## src/rtl/silife_max7219.sv

```systemverilog
// MAX7219 display stage: streams the SiLife cell matrix, one row per SPI word,
// after a one-time init sequence, refreshing whole frames while enabled.
module silife_max7219 #(
  parameter int WIDTH   = 8,
  parameter int HEIGHT  = 8,
  parameter int CLK_DIV = 4,
  localparam int RSW    = (HEIGHT > 1) ? $clog2(HEIGHT) : 1
) (
  input  logic             clk,
  input  logic             reset,
  input  logic             enable,
  input  logic [3:0]       brightness,
  output logic [RSW-1:0]   row_select,
  input  logic [WIDTH-1:0] cells,
  output logic             spi_cs_n,
  output logic             spi_sck,
  output logic             spi_mosi,
  output logic             busy,
  output logic             frame_done
);

  localparam int DW = (CLK_DIV > 1) ? $clog2(CLK_DIV) : 1;
  localparam logic [DW-1:0] DIV_LAST = DW'(CLK_DIV - 1);
  localparam logic [3:0] ROWS = 4'(HEIGHT);

  if (WIDTH != 8 || HEIGHT < 1 || HEIGHT > 8 || CLK_DIV < 1) begin : g_bad_params
    $error("silife_max7219: WIDTH must be 8, HEIGHT 1..8, CLK_DIV >= 1");
  end

  typedef enum logic [2:0] {
    S_IDLE,
    S_LOAD,
    S_SHIFT,
    S_LATCH,
    S_GAP
  } state_t;

  state_t         state_q, state_d;
  logic [DW-1:0]  div_q, div_d;
  logic [3:0]     bit_q, bit_d;
  logic           phase_q, phase_d;
  logic [15:0]    sr_q, sr_d;
  logic [3:0]     word_idx_q, word_idx_d;
  logic           init_done_q, init_done_d;
  logic [RSW-1:0] row_select_q, row_select_d;
  logic           frame_done_q, frame_done_d;
  logic [15:0]    load_word;

  always_ff @(posedge clk) begin
    if (reset) begin
      state_q      <= S_IDLE;
      div_q        <= '0;
      bit_q        <= '0;
      phase_q      <= 1'b0;
      sr_q         <= '0;
      word_idx_q   <= '0;
      init_done_q  <= 1'b0;
      row_select_q <= '0;
      frame_done_q <= 1'b0;
    end else begin
      state_q      <= state_d;
      div_q        <= div_d;
      bit_q        <= bit_d;
      phase_q      <= phase_d;
      sr_q         <= sr_d;
      word_idx_q   <= word_idx_d;
      init_done_q  <= init_done_d;
      row_select_q <= row_select_d;
      frame_done_q <= frame_done_d;
    end
  end

  // Word for the current index; intensity is captured from brightness here, at its LOAD.
  always_comb begin
    load_word = 16'h0F00;
    if (!init_done_q) begin
      case (word_idx_q)
        4'd0:    load_word = 16'h0C01;
        4'd1:    load_word = 16'h0900;
        4'd2:    load_word = {8'h0B, 8'(HEIGHT - 1)};
        default: load_word = 16'h0F00;
      endcase
    end else if (word_idx_q == 4'd0) begin
      load_word = {8'h0A, 4'h0, brightness};
    end else begin
      load_word = {4'h0, word_idx_q, cells};
    end
  end

  always_comb begin
    state_d      = state_q;
    div_d        = div_q;
    bit_d        = bit_q;
    phase_d      = phase_q;
    sr_d         = sr_q;
    word_idx_d   = word_idx_q;
    init_done_d  = init_done_q;
    row_select_d = row_select_q;
    frame_done_d = 1'b0;
    case (state_q)
      S_IDLE: begin
        row_select_d = '0;
        if (enable) begin
          state_d    = S_LOAD;
          word_idx_d = 4'd0;
        end
      end
      S_LOAD: begin
        sr_d    = load_word;
        div_d   = '0;
        bit_d   = 4'd0;
        phase_d = 1'b0;
        state_d = S_SHIFT;
      end
      S_SHIFT: begin
        if (div_q == DIV_LAST) begin
          div_d = '0;
          if (!phase_q) begin
            phase_d = 1'b1;
          end else if (bit_q == 4'd15) begin
            phase_d = 1'b0;
            state_d = S_LATCH;
          end else begin
            phase_d = 1'b0;
            bit_d   = bit_q + 4'd1;
            sr_d    = {sr_q[14:0], 1'b0};
          end
        end else begin
          div_d = div_q + DW'(1);
        end
      end
      S_LATCH: begin
        if (div_q == DIV_LAST) begin
          div_d   = '0;
          state_d = S_GAP;
          // Row r is word r+1, so the next word's row equals the current index.
          if (init_done_q && word_idx_q < ROWS) begin
            row_select_d = word_idx_q[RSW-1:0];
          end else begin
            row_select_d = '0;
          end
        end else begin
          div_d = div_q + DW'(1);
        end
      end
      S_GAP: begin
        if (div_q == DIV_LAST) begin
          div_d = '0;
          if (!init_done_q) begin
            if (word_idx_q == 4'd3) begin
              init_done_d = 1'b1;
              word_idx_d  = 4'd0;
              state_d     = enable ? S_LOAD : S_IDLE;
            end else begin
              word_idx_d = word_idx_q + 4'd1;
              state_d    = S_LOAD;
            end
          end else if (word_idx_q == ROWS) begin
            frame_done_d = 1'b1;
            word_idx_d   = 4'd0;
            state_d      = enable ? S_LOAD : S_IDLE;
          end else if (enable) begin
            word_idx_d = word_idx_q + 4'd1;
            state_d    = S_LOAD;
          end else begin
            word_idx_d = 4'd0;
            state_d    = S_IDLE;
          end
        end else begin
          div_d = div_q + DW'(1);
        end
      end
      default: state_d = S_IDLE;
    endcase
  end

  // Bit 15 of every word is zero, so MOSI can stay low during LOAD.
  always_comb begin
    spi_cs_n   = !(state_q == S_LOAD || state_q == S_SHIFT || state_q == S_LATCH);
    spi_sck    = (state_q == S_SHIFT) && phase_q;
    spi_mosi   = (state_q == S_SHIFT || state_q == S_LATCH) ? sr_q[15] : 1'b0;
    busy       = (state_q != S_IDLE);
    frame_done = frame_done_q;
    row_select = row_select_q;
  end

endmodule
```

## config.mk

```make
export PLATFORM = sky130hd
export DESIGN_NAME = silife_max7219
export DESIGN_NICKNAME = d
export VERILOG_FILES = /design/src/rtl/silife_max7219.sv
export SDC_FILE = /design/constraint.sdc
export NUM_CORES = 1
export LEC_CHECK = 0
export BUFFER_PORTS_ARGS = -buffer_cell sky130_fd_sc_hd__clkbuf_2
export CORE_UTILIZATION = 50
export CTS_BUF_LIST = sky130_fd_sc_hd__clkbuf_8
export DETAILED_ROUTE_END_ITERATION = 7
export MAX_ROUTING_LAYER = met4
export PLACE_DENSITY_LB_ADDON = 0.15
export SKIP_LAST_GASP = 1
export SLEW_MARGIN = 20
export SYNTH_ARGS = -nofsm -noshare
export SYNTH_HDL_FRONTEND = slang
export SYNTH_SLANG_ARGS = --single-unit
```

## constraint.sdc

```tcl
create_clock -name clk -period 1.92 [get_ports clk]
set_input_delay 0.096 -clock clk [delete_from_list [all_inputs] [get_ports clk]]
set_output_delay 0.096 -clock clk [all_outputs]
set_load 0.05 [all_outputs]
```

# --- Word-level counts from Yosys, hierarchy flattened ---
# Cells that the tools add are included.
totals:
  regBits: 35
  input_bits: 15
  out_inout_bits: 8
  wordCells: 94
op_classes:
  add_sub_neg: 3
  magnitude_cmp: 1
  n_eq_ne: 17
  n_mux: 40
  bitwise_logic: 3
  n_reduce_logical: 21
op_table:
  columns: ["op", "n"]
  rows:
  - ["$mux 16", 4]
  - ["$mux 4", 9]
  - ["$pmux 11 s3", 1]
  - ["$pmux 16 s2", 1]
  - ["$mux 3", 9]
  - ["$pmux 4 s2", 2]
  - ["$pmux 3 s5", 1]
  - ["$ne 2x2->1 const B", 7]
  - ["$mux 12", 1]
  - ["$add 4x1->4 const B", 2]
  - ["$eq 4x2->1 const B", 2]
  - ["$eq 4x4->1 const B", 2]
  - ["$mux 1", 8]
  - ["$reduce_bool 2->1", 4]
  - ["$eq 3x2->1 const B", 2]
  - ["$pmux 3 s2", 1]
  - ["$reduce_and 2->1", 3]
  - ["$reduce_and 6->1", 1]
  - ["$eq 4x1->1 const B", 1]
  - ["$logic_not 4->1", 1]
  - ["$lt 4x4->1 const B", 1]
  - ["$pmux 2 s2", 1]
  - ["$reduce_and 4->1", 1]
  - ["$reduce_or 4->1", 1]
  - ["14 further kinds", 19]

# --- Depth between registers and ports, before layout ---
logic_depth:
  depth_word: 6
  depth_mapped: 7
  mapped_depth_nobuf: 6

# --- Worst setup path before layout ---
# No wires, ideal clock.
synth_path:
  path_type: "register to register"
  start: "reg word_idx_q[0]"
  end: "reg sr_q[1]"
  setup_ns: 0.088
  arrival_ns: 1.620
  t_required_ns: 1.832
  slack_ns: 0.212
  path_stages_with_launch: 7
  path_buffers: 0
  period_less_slack_ns: 1.708
  cell_sequence: "dfxtp_1 -> inv_1 -> ha_1 -> nor3b_4 -> mux2i_1 -> a211o_1 -> a311oi_2"
synth_via:
  elab_chain_len: 4
  elab_cells_between_ends: 7
  classes_between: "eq/ne: 2; mux: 4; reduce/logical: 1"
synth_rtl:
  columns: ["item", "line_no", "rtl"]
  rows:
  - ["start, declared", "43", "logic [3:0] word_idx_q, word_idx_d;"]
  - ["start signal, assigned", "66", "word_idx_q <= word_idx_d;"]
  - ["$eq 4x2->1, or another cell as far along", "77", "case (word_idx_q)"]
  - ["$pmux 11 s3 / $mux 12 (equally long branches)", "77, 83", null]
  - ["$mux 16 (*)", "76", "if (!init_done_q) begin"]
  - ["$pmux 16 s2 (*)", "100", "case (state_q)"]
  - ["end signal, assigned", "65", "sr_q <= sr_d;"]
  - ["end, declared", "42", "logic [15:0] sr_q, sr_d;"]
# Mark *: on every way between the ends. The rest lies on a longest branch, timed or not.
# A chain may end at the register's enable or synchronous reset.

# --- Final worst setup path ---
layout_path:
  start: "reg word_idx_q[0]"
  end: "reg sr_q[2]"
# Same word-level chain as after synthesis.

==> flow_metrics.tcl <==
set metrics [dict create \
    status "finished clean" \
    synth_top_family_by_area "compound AO/OA/AOI/OAI gates" \
    clock_latency_ps 290 \
    die_w_um 66.43 \
    cp_data_required_time_ps 2120 \
    critPathArrivalTime_ps 2020 \
    numCtsBuffers 5 \
    netSwitchingPower_uw 941.2 \
    routed_wl_mm 4.847 \
    hold_buffers 0 \
    slew-limit-headroom_pct 65.49 \
    ys.flop_type "dfxtp_1" \
    power_uw 2549 \
    synth_fa_ha_area_share_pct 3.617 \
    synth_compound_area_share_pct 26.46 \
    maxSlewViolCount 0 \
    die_y_um 66.43 \
    intPower_uw 1608 \
    path_class "reg -> reg" \
    vias 1883 \
    hp-class "in -> reg" \
    clock_skew_ps 2.594 \
    ios 23 \
    power_density_nw_per_um2 1091 \
    hold_ws_ps 79.84 \
    synth_mux_area_share_pct 2.954 \
    htreeDepth 2 \
    worst-path-max-fanout 7 \
    clk_pin_slew_ps 70 \
    hold_viol 0 \
    cts_tree "yes" \
    yosysWarnings 0 \
    start_kind "register" \
    hold_depth 3 \
    vdd.ir_drop.worst_v 0.0005725 \
    power_frac_seq_pct 37.8 \
    portBuffers 22 \
    wl_per_cell_um 15.34 \
    hold_end "sr_q[4]$_SDFFE_PP0P_" \
    ff2ff_path_depth 6 \
    reg2reg_from "word_idx_q[0]$_SDFFE_PP0P_" \
    synth_xor_area_share_pct 0 \
    synth_fp_nets 262 \
    drv_cap 0 \
    syn-cell-area_sq_um 2076 \
    via_per_inst 5.959 \
    grt_max_degree 24 \
    hp-start "cells[4]" \
    fin_crit_ps 1824 \
    p_sw_share_pct 36.93 \
    cts_root_buf "clkbuf_8" \
    worstSetupStartpoint "word_idx_q[0]$_SDFFE_PP0P_" \
    hpwl_mm 3.399 \
    rr_endpoint "sr_q[2]$_SDFFE_PP0P_" \
    fmax_mhz 548.1 \
    worst_pin_slew_ps 516.9 \
    drc_errors 0 \
    rows 23 \
    async_reset_ff_share_pct 0 \
    cts_buffer_depth 2 \
    ys_seq_area_share_pct 33.76 \
    core_sq_um 4000 \
    area_growth_pct 12.60 \
    gp_congestion 0.8436 \
    grt_pass1_vias 1725 \
    yosys_register_bits 35 \
    grt_pass1_wl_mm 8.190 \
    clock-sinks 35 \
    layout-drive-gt1-share_pct 24.44 \
    fill_cells 376 \
    grt_use_total_pct 25.47 \
    design.die.area_sq_um 4413 \
    r2r_setup_slack_ps 100 \
    min_period_over_period_pct 95.02 \
    power_frac_clock_pct 27.2 \
    avgSynthCellArea_sq_um 8.613 \
    drt-pass1-iter-count 5 \
    p_leak_uw 0.0009276 \
    syn_inst 241 \
    ant_nets 0 \
    initial_utilization_pct 51.89 \
    combinationalPowerShare_pct 35.0 \
    antenna_found_initial 0 \
    setup_viol 0 \
    synthSimpleGateAreaFrac_pct 25.32 \
    n_antenna_cell 0 \
    worstSetupEndpointType "register" \
    synthDistinctLibCells 56 \
    nNetsFinal 286 \
    drt_iter0_drc 163 \
    synth_edf_count 0 \
    grt-ovfl-total 0 \
]
area by class of cell:
type / count / area, sq um / area share, %
Clock inverter: 2 / 35.03 / 1.499
Inverter: 7 / 26.28 / 1.124
Clock buffer: 6 / 82.58 / 3.533
Tap cell: 50 / 62.56 / 2.677
Timing Repair Buffer: 36 / 215.2 / 9.208
Multi-Input combinational cell: 180 / 1214 / 51.93
Sequential cell: 35 / 701.9 / 30.03
cell families after synthesis:
logic type               after synthesis
buffers and inverters                 26
AO/OA/AOI/OAI                         82
flip-flops                            35
multiplexers                           6
adder cells (fa/ha/maj)                6
AND/OR/NAND/NOR                       86
per-stage QoR:
step,setup TNS (ps),worst slack (ps),area (sq um),util (%),instances
global route,-5.075,-3.602,2337,58.43,316
floorplan,0,211.6,2076,-,241
CTS,0,34.09,2320,57.99,314
finish,0,95.65,2337,58.43,316
detailed placement,0,56.49,2201,55.02,306
global placement,0,163.7,2201,55.02,306
synthesized netlist by cell type, drive strengths merged, types with 2 or more instances:
library cell | n | area, sq um
mux2i | 5 | 50.05
and4b | 2 | 22.52
nand3 | 16 | 80.08
o21ai | 19 | 98.85
clkbuf | 12 | 85.08
nand4 | 6 | 37.54
a21oi | 29 | 145.1
nand2 | 21 | 78.83
buf | 7 | 52.54
or3 | 3 | 18.77
a221oi | 2 | 17.52
a311oi | 10 | 100.1
o2111ai | 3 | 26.28
ha | 6 | 75.07
o211ai | 3 | 22.52
nor2b | 2 | 12.51
nor2 | 8 | 42.54
a31oi | 4 | 25.02
nor3b | 5 | 53.80
nand2b | 5 | 31.28
a211o | 2 | 17.52
and2 | 2 | 12.51
inv | 7 | 26.28
a211oi | 3 | 27.52
nor3 | 2 | 10.01
dfxtp | 35 | 700.7
and3 | 4 | 25.02
power groups by stage:
stage	Sequential [uW]	Clock, uW	Combinational, uW
after floorplan	917	0	758
after global placement	974	0	878
after detailed placement	978	0	888
after CTS	962	707	892
after global routing	987	750	995
final	964	693	892
state kept, by name, summed over array words and instances (netlist names):
| name | flops |
|---|---|
| sr_q | 16 |
| bit_q | 4 |
| word_idx_q | 4 |
| row_select | 3 |
| state_q | 3 |
| div_q | 2 |
| frame_done | 1 |
| init_done_q | 1 |
| phase_q | 1 |
per-layer routing:
layer	vias to the layer above	part of all wire [%]	wire (um)	global-route usage, %
met5	-	0	0	-
met4	0	0.91	44	12.50
met3	6	3.5	172	4.310
met2	38	47	2280	37.88
met1	886	48	2349	33.19
li1	953	-	-	-
cell usage in the layout, fill, tap and decap left out, types with 5 or more instances in the layout:
master,netlist,routed
clkbuf_2,0,22
mux2i_1,5,5
inv_1,7,7
dfxtp_1,35,34
nand3_1,16,16
nand2_1,21,21
buf_4,2,14
o21ai_0,16,16
nor2_1,5,5
ha_1,6,5
a311oi_1,8,8
clkbuf_8,4,6
a21oi_1,29,29
nand4_1,6,6
nand2b_1,5,5
worst max-delay path by stage:
stage / to / slack (ps) / cells past startpoint
final: sr_q[2]$_SDFFE_PP0P_ / 100 / 6
after global routing: sr_q[1]$_SDFFE_PP0P_ / -4 / 6
after CTS: sr_q[2]$_SDFFE_PP0P_ / 30 / 6
after detailed placement: sr_q[2]$_SDFFE_PP0P_ / 60 / 6
after global placement: sr_q[1]$_SDFFE_PP0P_ / 160 / 6
after floorplan: sr_q[1]$_SDFFE_PP0P_ / 210 / 6
what timing repair did:
action / CTS / global route
buffers inserted: 0 / 2
resized for setup: 1 / 1
cloned: 0 / 0
setup endpoints to repair: 1 / 2
worst max-delay path, stage by stage (launching register included):
cell and delay, ps:
dfxtp_1 310, inv_1 110, ha_2 250, nor3b_4 350, mux2i_1 130, a211o_1 320
a311oi_2 260
Power figures use the tool's default switching activity.
